===== src/rtl/sccb_pkg.sv =====
// Shared types and defaults for the SCCB master: FSM encoding, bit-quarter indices,
// default divider and device ID.
package sccb_pkg;

  typedef enum logic [2:0] {
    S_IDLE,
    S_START,
    S_WBYTE,
    S_RBYTE,
    S_STOP,
    S_GAP
  } state_t;

  localparam logic [1:0] Q0 = 2'd0;
  localparam logic [1:0] Q1 = 2'd1;
  localparam logic [1:0] Q2 = 2'd2;
  localparam logic [1:0] Q3 = 2'd3;

  localparam int         DEF_DATA_W  = 8;
  localparam int         DEF_CLK_DIV = 500;
  localparam logic [7:0] DEF_DEV_ID  = 8'h42;

endpackage


===== src/rtl/sccb_bit_timer.sv =====
// Bit-period divider: splits each SCCB bit into four equal quarters and flags the
// end of every quarter and of the whole bit. Held cleared while run=0.
import sccb_pkg::*;

module sccb_bit_timer #(
  parameter int CLK_DIV = DEF_CLK_DIV
) (
  input  logic       clk,
  input  logic       rst_n,
  input  logic       run,
  output logic [1:0] qtr,
  output logic       q_tick,
  output logic       bit_end
);

  localparam int QLEN = CLK_DIV / 4;
  localparam int QW   = (QLEN > 1) ? $clog2(QLEN) : 1;

  logic [QW-1:0] qcnt;

  assign q_tick  = (qcnt == QW'(QLEN - 1));
  assign bit_end = q_tick && (qtr == Q3);

  always_ff @(posedge clk or negedge rst_n) begin
    if (!rst_n) begin
      qcnt <= '0;
      qtr  <= Q0;
    end else if (!run) begin
      qcnt <= '0;
      qtr  <= Q0;
    end else if (q_tick) begin
      qcnt <= '0;
      qtr  <= qtr + 2'd1;
    end else begin
      qcnt <= qcnt + QW'(1);
    end
  end

endmodule


===== src/rtl/sccb_master.sv =====
// SCCB master for the OV7670: 3-phase register writes, 2+2-phase register reads.
// Optional slave-ACK checking with abort on NACK is enabled by defining SCCB_ACK_CHK_EN.
import sccb_pkg::*;

module sccb_master #(
  parameter int                DATA_W  = DEF_DATA_W,
  parameter int                CLK_DIV = DEF_CLK_DIV,
  parameter logic [DATA_W-1:0] DEV_ID  = DATA_W'(DEF_DEV_ID)
) (
  input  logic              clk,
  input  logic              rst_n,
  input  logic              wr_en,
  input  logic              rd_en,
  input  logic [DATA_W-1:0] addr,
  input  logic [DATA_W-1:0] wdata,
  output logic              rdy,
  output logic [DATA_W-1:0] rdata,
  output logic              rdata_vld,
  output logic              ack_err,
  output logic              sio_c,
  output logic              sio_d_out,
  output logic              sio_d_oe,
  input  logic              sio_d_in
);

  localparam int                BW       = $clog2(DATA_W + 1);
  localparam logic [BW-1:0]     LAST_BIT = BW'(DATA_W);
  localparam logic [DATA_W-1:0] MSB      = DATA_W'(1) << (DATA_W - 1);

  state_t            state, state_nxt;
  logic              cmd_read, phase, abort;
  logic [1:0]        byte_idx;
  logic [BW-1:0]     bit_cnt;
  logic [DATA_W-1:0] addr_q, wdata_q, rx_sh, tx_byte;
  logic              tx_bit;
  logic [1:0]        qtr;
  logic              q_tick, bit_end, sample, last_bit, last_wbyte, final_gap, accept;

  sccb_bit_timer #(.CLK_DIV(CLK_DIV)) u_timer (
    .clk     (clk),
    .rst_n   (rst_n),
    .run     (state != S_IDLE),
    .qtr     (qtr),
    .q_tick  (q_tick),
    .bit_end (bit_end)
  );

  assign sample     = q_tick && (qtr == Q2);
  assign last_bit   = bit_end && (bit_cnt == LAST_BIT);
  assign last_wbyte = cmd_read ? (phase || byte_idx == 2'd1) : (byte_idx == 2'd2);
  // The last GAP clock doubles as the accept slot so commands can run back to back.
  assign final_gap  = (state == S_GAP) && bit_end && (!cmd_read || phase || abort);
  assign rdy        = (state == S_IDLE) || final_gap;
  assign accept     = rdy && (wr_en || rd_en);

  always_comb begin
    tx_byte = wdata_q;
    case (byte_idx)
      2'd0:    tx_byte = phase ? {DEV_ID[DATA_W-1:1], 1'b1} : DEV_ID;
      2'd1:    tx_byte = addr_q;
      default: tx_byte = wdata_q;
    endcase
  end

  assign tx_bit = |(tx_byte & (MSB >> bit_cnt));

  always_ff @(posedge clk or negedge rst_n) begin
    if (!rst_n) state <= S_IDLE;
    else        state <= state_nxt;
  end

  always_comb begin
    state_nxt = state;
    sio_c     = 1'b1;
    sio_d_out = 1'b1;
    sio_d_oe  = 1'b0;
    case (state)
      S_IDLE: if (accept) state_nxt = S_START;
      S_START: begin
        sio_c     = (qtr != Q3);
        sio_d_oe  = 1'b1;
        sio_d_out = (qtr == Q0) || (qtr == Q1);
        if (bit_end) state_nxt = S_WBYTE;
      end
      S_WBYTE: begin
        sio_c = (qtr == Q1) || (qtr == Q2);
        if (bit_cnt != LAST_BIT) begin
          sio_d_oe  = 1'b1;
          sio_d_out = tx_bit;
        end
        if (last_bit) begin
          if (abort || (last_wbyte && !(cmd_read && phase))) state_nxt = S_STOP;
          else if (last_wbyte)                               state_nxt = S_RBYTE;
          else                                               state_nxt = S_WBYTE;
        end
      end
      S_RBYTE: begin
        sio_c = (qtr == Q1) || (qtr == Q2);
        // Master answers every read byte with NA (SDA high, driven).
        if (bit_cnt == LAST_BIT) sio_d_oe = 1'b1;
        if (last_bit) state_nxt = S_STOP;
      end
      S_STOP: begin
        sio_c     = (qtr != Q0);
        sio_d_oe  = 1'b1;
        sio_d_out = (qtr == Q2) || (qtr == Q3);
        if (bit_end) state_nxt = S_GAP;
      end
      S_GAP: begin
        if (bit_end) state_nxt = final_gap ? (accept ? S_START : S_IDLE) : S_START;
      end
      default: state_nxt = S_IDLE;
    endcase
  end

  always_ff @(posedge clk or negedge rst_n) begin
    if (!rst_n) begin
      cmd_read  <= 1'b0;
      phase     <= 1'b0;
      byte_idx  <= '0;
      bit_cnt   <= '0;
      addr_q    <= '0;
      wdata_q   <= '0;
      rx_sh     <= '0;
      rdata     <= '0;
      rdata_vld <= 1'b0;
    end else begin
      rdata_vld <= 1'b0;
      if (accept) begin
        cmd_read <= rd_en && !wr_en;
        addr_q   <= addr;
        wdata_q  <= wdata;
        phase    <= 1'b0;
        byte_idx <= '0;
        bit_cnt  <= '0;
      end else begin
        if ((state == S_WBYTE || state == S_RBYTE) && bit_end) begin
          bit_cnt <= (bit_cnt == LAST_BIT) ? '0 : bit_cnt + BW'(1);
          if (state == S_WBYTE && bit_cnt == LAST_BIT) byte_idx <= byte_idx + 2'd1;
        end
        if (state == S_RBYTE && sample && bit_cnt != LAST_BIT)
          rx_sh <= {rx_sh[DATA_W-2:0], sio_d_in};
        if (state == S_RBYTE && last_bit) begin
          rdata     <= rx_sh;
          rdata_vld <= 1'b1;
        end
        if (state == S_GAP && bit_end && !final_gap) begin
          phase    <= 1'b1;
          byte_idx <= '0;
        end
      end
    end
  end

`ifdef SCCB_ACK_CHK_EN
  logic abort_q, ack_err_q;

  always_ff @(posedge clk or negedge rst_n) begin
    if (!rst_n) begin
      abort_q   <= 1'b0;
      ack_err_q <= 1'b0;
    end else begin
      ack_err_q <= 1'b0;
      if (accept) begin
        abort_q <= 1'b0;
      end else if (state == S_WBYTE && sample && bit_cnt == LAST_BIT && sio_d_in) begin
        abort_q   <= 1'b1;
        ack_err_q <= 1'b1;
      end
    end
  end

  assign abort   = abort_q;
  assign ack_err = ack_err_q;
`else
  assign abort   = 1'b0;
  assign ack_err = 1'b0;
`endif

endmodule


===== config.mk =====
export PLATFORM = sky130hd
export DESIGN_NAME = sccb_master
export DESIGN_NICKNAME = d
export VERILOG_FILES = /design/src/rtl/sccb_pkg.sv /design/src/rtl/sccb_bit_timer.sv /design/src/rtl/sccb_master.sv
export SDC_FILE = /design/constraint.sdc
export NUM_CORES = 1
export LEC_CHECK = 0
export CAP_MARGIN = 30
export CORE_MARGIN = 4
export CORE_UTILIZATION = 33
export CTS_BUF_LIST = sky130_fd_sc_hd__clkbuf_16
export DETAILED_ROUTE_END_ITERATION = 7
export GPL_TIMING_DRIVEN = 0
export PLACE_DENSITY_LB_ADDON = 0.2
export SETUP_SLACK_MARGIN = 0.4
export SYNTH_ARGS = -nofsm -noshare
export SYNTH_HDL_FRONTEND = slang
export SYNTH_SLANG_ARGS = --single-unit

===== constraint.sdc =====
create_clock -name clk -period 3.6 [get_ports clk]
set_input_delay 0.72 -clock clk [delete_from_list [all_inputs] [get_ports clk]]
set_output_delay 0.72 -clock clk [all_outputs]
set_load 0.05 [all_outputs]

# == After elaboration in Yosys (flattened, before gate mapping) ==
# Cells that the tools add are included.
# word_totals
register_bits,53
latchBits,0
ram_bits,0
mem_bits_ro,0
inputBits,21
out_inout_bits,14
word_cells,118
mem_count,0
# op_classes
addsub,4
multipliers,0
div,0
n_lt_le_gt_ge,0
n_eq_ne,21
shifts,1
n_mux,35
n_bitwise,2
reduce_logical,43
# op_table
op,n
$mux 3,7
$pmux 3 s6,1
$ne 2x2->1 const B,8
$pmux 8 s2,1
$logic_and 1x1->1,15
$mux 7,2
$mux 1,12
$mux 2,6
$mux 4,3
$pmux 1 s3,3
$reduce_bool 3->1,3
$and 8x8->8,1
$logic_or 1x1->1,8
$reduce_or 8->1,1
$shr 8x4->8 const A,1
$add 7x1->7 const B,1
$eq 7x7->1 const B,1
$eq 2x2->1 const B,3
$eq 3x2->1 const B,2
$eq 3x3->1 const B,2
$reduce_and 2->1,3
$reduce_and 6->1,1
$reduce_bool 2->1,3
$add 2x1->2 const B,2
10 further kinds,16

# == Depth between registers and ports, before layout ==
# depth
word_depth,10
mapped_depth,7
ltp_nobuf,6

# == Hierarchy ==
# From an unflattened synthesis, not the netlist that was laid out.
# unflattened
cells_unflattened,253
area_unflattened_um2,2813.9
# by_module_without_submodules
module,instances,cells_each,area_each_um2,seq_area_each_um2
sccb_master,1,210,2374.8,1101.1
sccb_bit_timer,1,43,439.2,225.2

# == Least setup slack after synthesis ==
# No wires, ideal clock.
# synth_timing
kind,reg-to-output
start,reg u_timer.qcnt[0]
end,out rdy
t_arrival_ps,2460
required_ps,2880
slack_ps,420
path_stages_with_launch,6
path_buffers,0
cell_sequence,dfrtp_1 inv_1 ha_1 nand4_4 or4_4 o21ai_0
# synth_between
elab_chain_cells,5
# synth_lines
element,line,source
start: declaration,sccb_bit_timer.sv:19,logic [QW-1:0] qcnt;
start signal: assignment,sccb_bit_timer.sv:35,qcnt <= qcnt + QW'(1);
$eq 7x7->1,sccb_bit_timer.sv:21,assign q_tick = (qcnt == QW'(QLEN - 1));
$logic_and 1x1->1,sccb_bit_timer.sv:22,assign bit_end = q_tick && (qtr == Q3);
$logic_and 1x1->1 (2 in series),sccb_master.sv:52,assign final_gap = (state == S_GAP) && bit_end && (!cmd_read || phase || abort);
$logic_or 1x1->1,sccb_master.sv:53,assign rdy = (state == S_IDLE) || final_gap;
end: declaration,sccb_master.sv:16,"output logic rdy,"
# No other way between the ends.

# == Worst setup path in the final report ==
# layout_timing
start,reg u_timer.qtr[0]
end,out sio_d_out
# layout_between
elab_chain_cells,3
elab_cells_between_ends,7
classes_between,3 x eq/ne; 1 x mux; 3 x reduce/logical
# layout_lines
element,line,source
start: declaration,sccb_bit_timer.sv:11,"output logic [1:0] qtr,"
start signal: assignment,sccb_bit_timer.sv:33,qtr <= qtr + 2'd1;
$eq 2x2->1 (tied with other cells),sccb_master.sv:106,sio_d_out = (qtr == Q2) || (qtr == Q3);
"$logic_or 1x1->1, on equally long branches","sccb_master.sv:106, sccb_master.sv:82",
$pmux 1 s3 (*),sccb_master.sv:77,case (state)
end: declaration,sccb_master.sv:21,"output logic sio_d_out,"
# Mark *: on every way between the ends. The rest lies on a longest branch, timed or not.

==> flow_metrics.tcl <==
set metrics [dict create \
    cp-start-kind "flip-flop" \
    peakVddDrop_mv 0.189 \
    synth_top_area_frac 0.469 \
    fp.dieW_um 101 \
    antenna_found_initial 0 \
    setup_viol 0 \
    timing.rr.end "addr_q[4]" \
    synth_area_um2 2830 \
    final_core_util 0.422 \
    drc_errors 0 \
    worst_slew_pin_slew_ps 621 \
    drive_gt1_frac 0.205 \
    async_reset_ff_frac 1.00 \
    r2r_cells 7 \
    rows 33 \
    drt_pass1_iterations 4 \
    ys_warn_count 0 \
    ant_nets 0 \
    htreeDepth 2 \
    wire_per_inst_um 15.2 \
    dp.cells 394 \
    synth_area_per_cell_um2 11.1 \
    tritoncts "done" \
    cts_sinks 53 \
    rsz0062_at_grt "no" \
    cts.clk_slew.worst_paths_ps 70 \
    ys_ff_latch 53 \
    dp_hpwl_um 4520 \
    critical_path.max_fanout 4 \
    layout.cells.non_filler 402 \
    core_um2 8260 \
    die_height_um 101 \
    dieArea_um2 10100 \
    max-slew-margin-rel 0.583 \
    cp.required_ps 2880 \
    yosysSeqAreaShare 0.469 \
    fmax_mhz 325 \
    p_leak_nw 1.47 \
    post-cts-setup-buffers 0 \
    finalCritPeriodShare 0.856 \
    io_buffers 33 \
    fin_crit_ps 3080 \
    clk_latency_ps 290 \
    grt_pass1_wl_um 10400 \
    arrival_ps 2360 \
    syn_to_final_growth_pct 23.2 \
    cts_root_buf "clkbuf_16" \
    vias 2061 \
    clock_skew_ps 5.85 \
    synth_nets 290 \
    grt_pass1_vias 2066 \
    num_io_pins 35 \
    viasPerCell 5.13 \
    synth-edff-count 0 \
    status "complete, no violations" \
    cts_buffers 5 \
    hold_buffers 0 \
    grt_usage 0.128 \
    place.gp.congestion 0.870 \
    detailedPlace.worstSlack_ps 169 \
    ys_types 48 \
    worst_setup_path_end_kind "output pin" \
    fin_hold_ws_ps 410 \
    synth_area_leaders "dfrtp_1, mux2_2, ha_1" \
    r2r_start "u_timer.qcnt[0]" \
    final.setup.tns_ps 0 \
    grt_max_degree 28 \
    timing.final.ws_setup_ps 520 \
    start_util 0.342 \
    hp-class "input pin to asynchronous set/reset pin" \
    nets 332 \
    worstSetupPathType "flip-flop to output pin" \
    cts_buffer_depth 2 \
    timing.reg2reg.setup_slack_ps 1160 \
    synth_top_area_cell "dfrtp_1" \
    diodes 0 \
    synthCells 254 \
    yosysMostFrequentCell "dfrtp_1" \
    hold_violations 0 \
    drv_cap 0 \
    routed_wl_um 6130 \
    final_max_slew_viol_count 0 \
    p_per_area_nw_per_um2 510 \
    drt-initial-drc-count 70 \
    synth_common_cells "dfrtp_1, mux2_2, a21oi_1" \
    overflow 0 \
    synthFlopType "dfrtp_1" \
]
## worst max path at each step
stage | from | endpoint | slack (ps) | cells after the start
after detailed placement | byte_idx[1] | sio_d_out | 170 | 8
after global placement | rst_n | rdata[0] | 50 | 1
after global routing | u_timer.qtr[0] | sio_d_out | 400 | 7
after CTS | u_timer.qtr[0] | sio_d_out | 360 | 7
final | u_timer.qtr[0] | sio_d_out | 520 | 7
after floorplan | u_timer.qcnt[0] | rdy | 420 | 5
## registers in the layout, summed over array words and instances (netlist names)
| register | cells |
|---|---|
| byte_idx | 2 |
| wdata_q | 8 |
| state | 3 |
| cmd_read | 1 |
| bit_cnt | 4 |
| addr_q | 8 |
| rdata_vld | 1 |
| rx_sh | 8 |
| u_timer.qtr | 2 |
| phase | 1 |
| u_timer.qcnt | 7 |
| rdata | 8 |
## area by class of cell
cell class                      instances  area, um^2
Fill cell                             844        4770
Tap cell                              105         131
Sequential cell                        53        1330
Multi-Input combinational cell        180        1410
Timing Repair Buffer                   35         364
Inverter                               11        41.3
Buffer                                 10        57.6
Clock inverter                          3        25.0
Clock buffer                            5         125
## routing by layer
layer,wire length (um),GRT usage
met5,0,0
met4,70,0.0290
met3,285,0.0360
met2,2920,0.203
met1,2850,0.173
## placed cells by master, fill, tap and decap left out, drive strengths merged, types with 2 or more instances in the layout
| cell type | synthesis | layout |
|---|---|---|
| nor3 | 3 | 3 |
| xnor2 | 4 | 4 |
| o211ai | 2 | 2 |
| xor2 | 2 | 2 |
| inv | 11 | 12 |
| and2 | 5 | 5 |
| a211o | 2 | 2 |
| nor4 | 3 | 3 |
| nand2 | 8 | 8 |
| o21ai | 12 | 12 |
| nand3b | 2 | 2 |
| clkbuf | 7 | 12 |
| buf | 3 | 7 |
| nand2b | 4 | 4 |
| nor2b | 4 | 4 |
| dfrtp | 53 | 53 |
| a21oi | 18 | 18 |
| clkdlybuf4s50 | 0 | 28 |
| a22o | 3 | 3 |
| nand3 | 7 | 7 |
| clkdlybuf4s15 | 0 | 2 |
| nor2 | 14 | 14 |
| mux2 | 36 | 36 |
| nor3b | 4 | 4 |
| o22ai | 2 | 2 |
| ha | 15 | 15 |
| or3 | 5 | 5 |
| and3 | 2 | 2 |
| nand4 | 5 | 5 |
## per-stage QoR
stage,power (mW),cell area [um^2]
finish,1.77,3480
global route,1.88,3480
CTS,1.80,3480
detailed placement,1.31,3320
global placement,1.29,3290
floorplan,1.15,2830
## kinds of logic after synthesis
logic type	count (synthesis)	share of synthesized area
AND/OR/NAND/NOR	72	0.151
flip-flops	53	0.469
AO/OA/AOI/OAI	50	0.116
multiplexers	36	0.143
buffers and inverters	21	0.0345
adder cells (fa/ha/maj)	15	0.0664
XOR/XNOR	6	0.0186
other	1	0.00133
## worst max-delay path, cell delays in order (launching register included)
cell	delay, ps
dfrtp_1	410
inv_1	80
ha_1	200
or4b_2	650
a21oi_2	150
o32ai_1	110
a211o_1	260
buf_4	190
## report_power, final
group          switching (mW)  total [mW]  leakage [nW]  internal (mW)
logic                   0.250       0.497         0.705          0.247
registers              0.0767       0.788         0.696          0.711
clock network           0.229       0.490        0.0704          0.262
total                   0.555        1.77          1.47           1.22
## timing repair
action                                  in CTS  in global routing
resized for setup                           12                  6
endpoints found under the setup margin       4                  1
endpoints found under the hold margin        0                  0
pin swaps                                    0                  0
(Power assumes the default switching activity.)
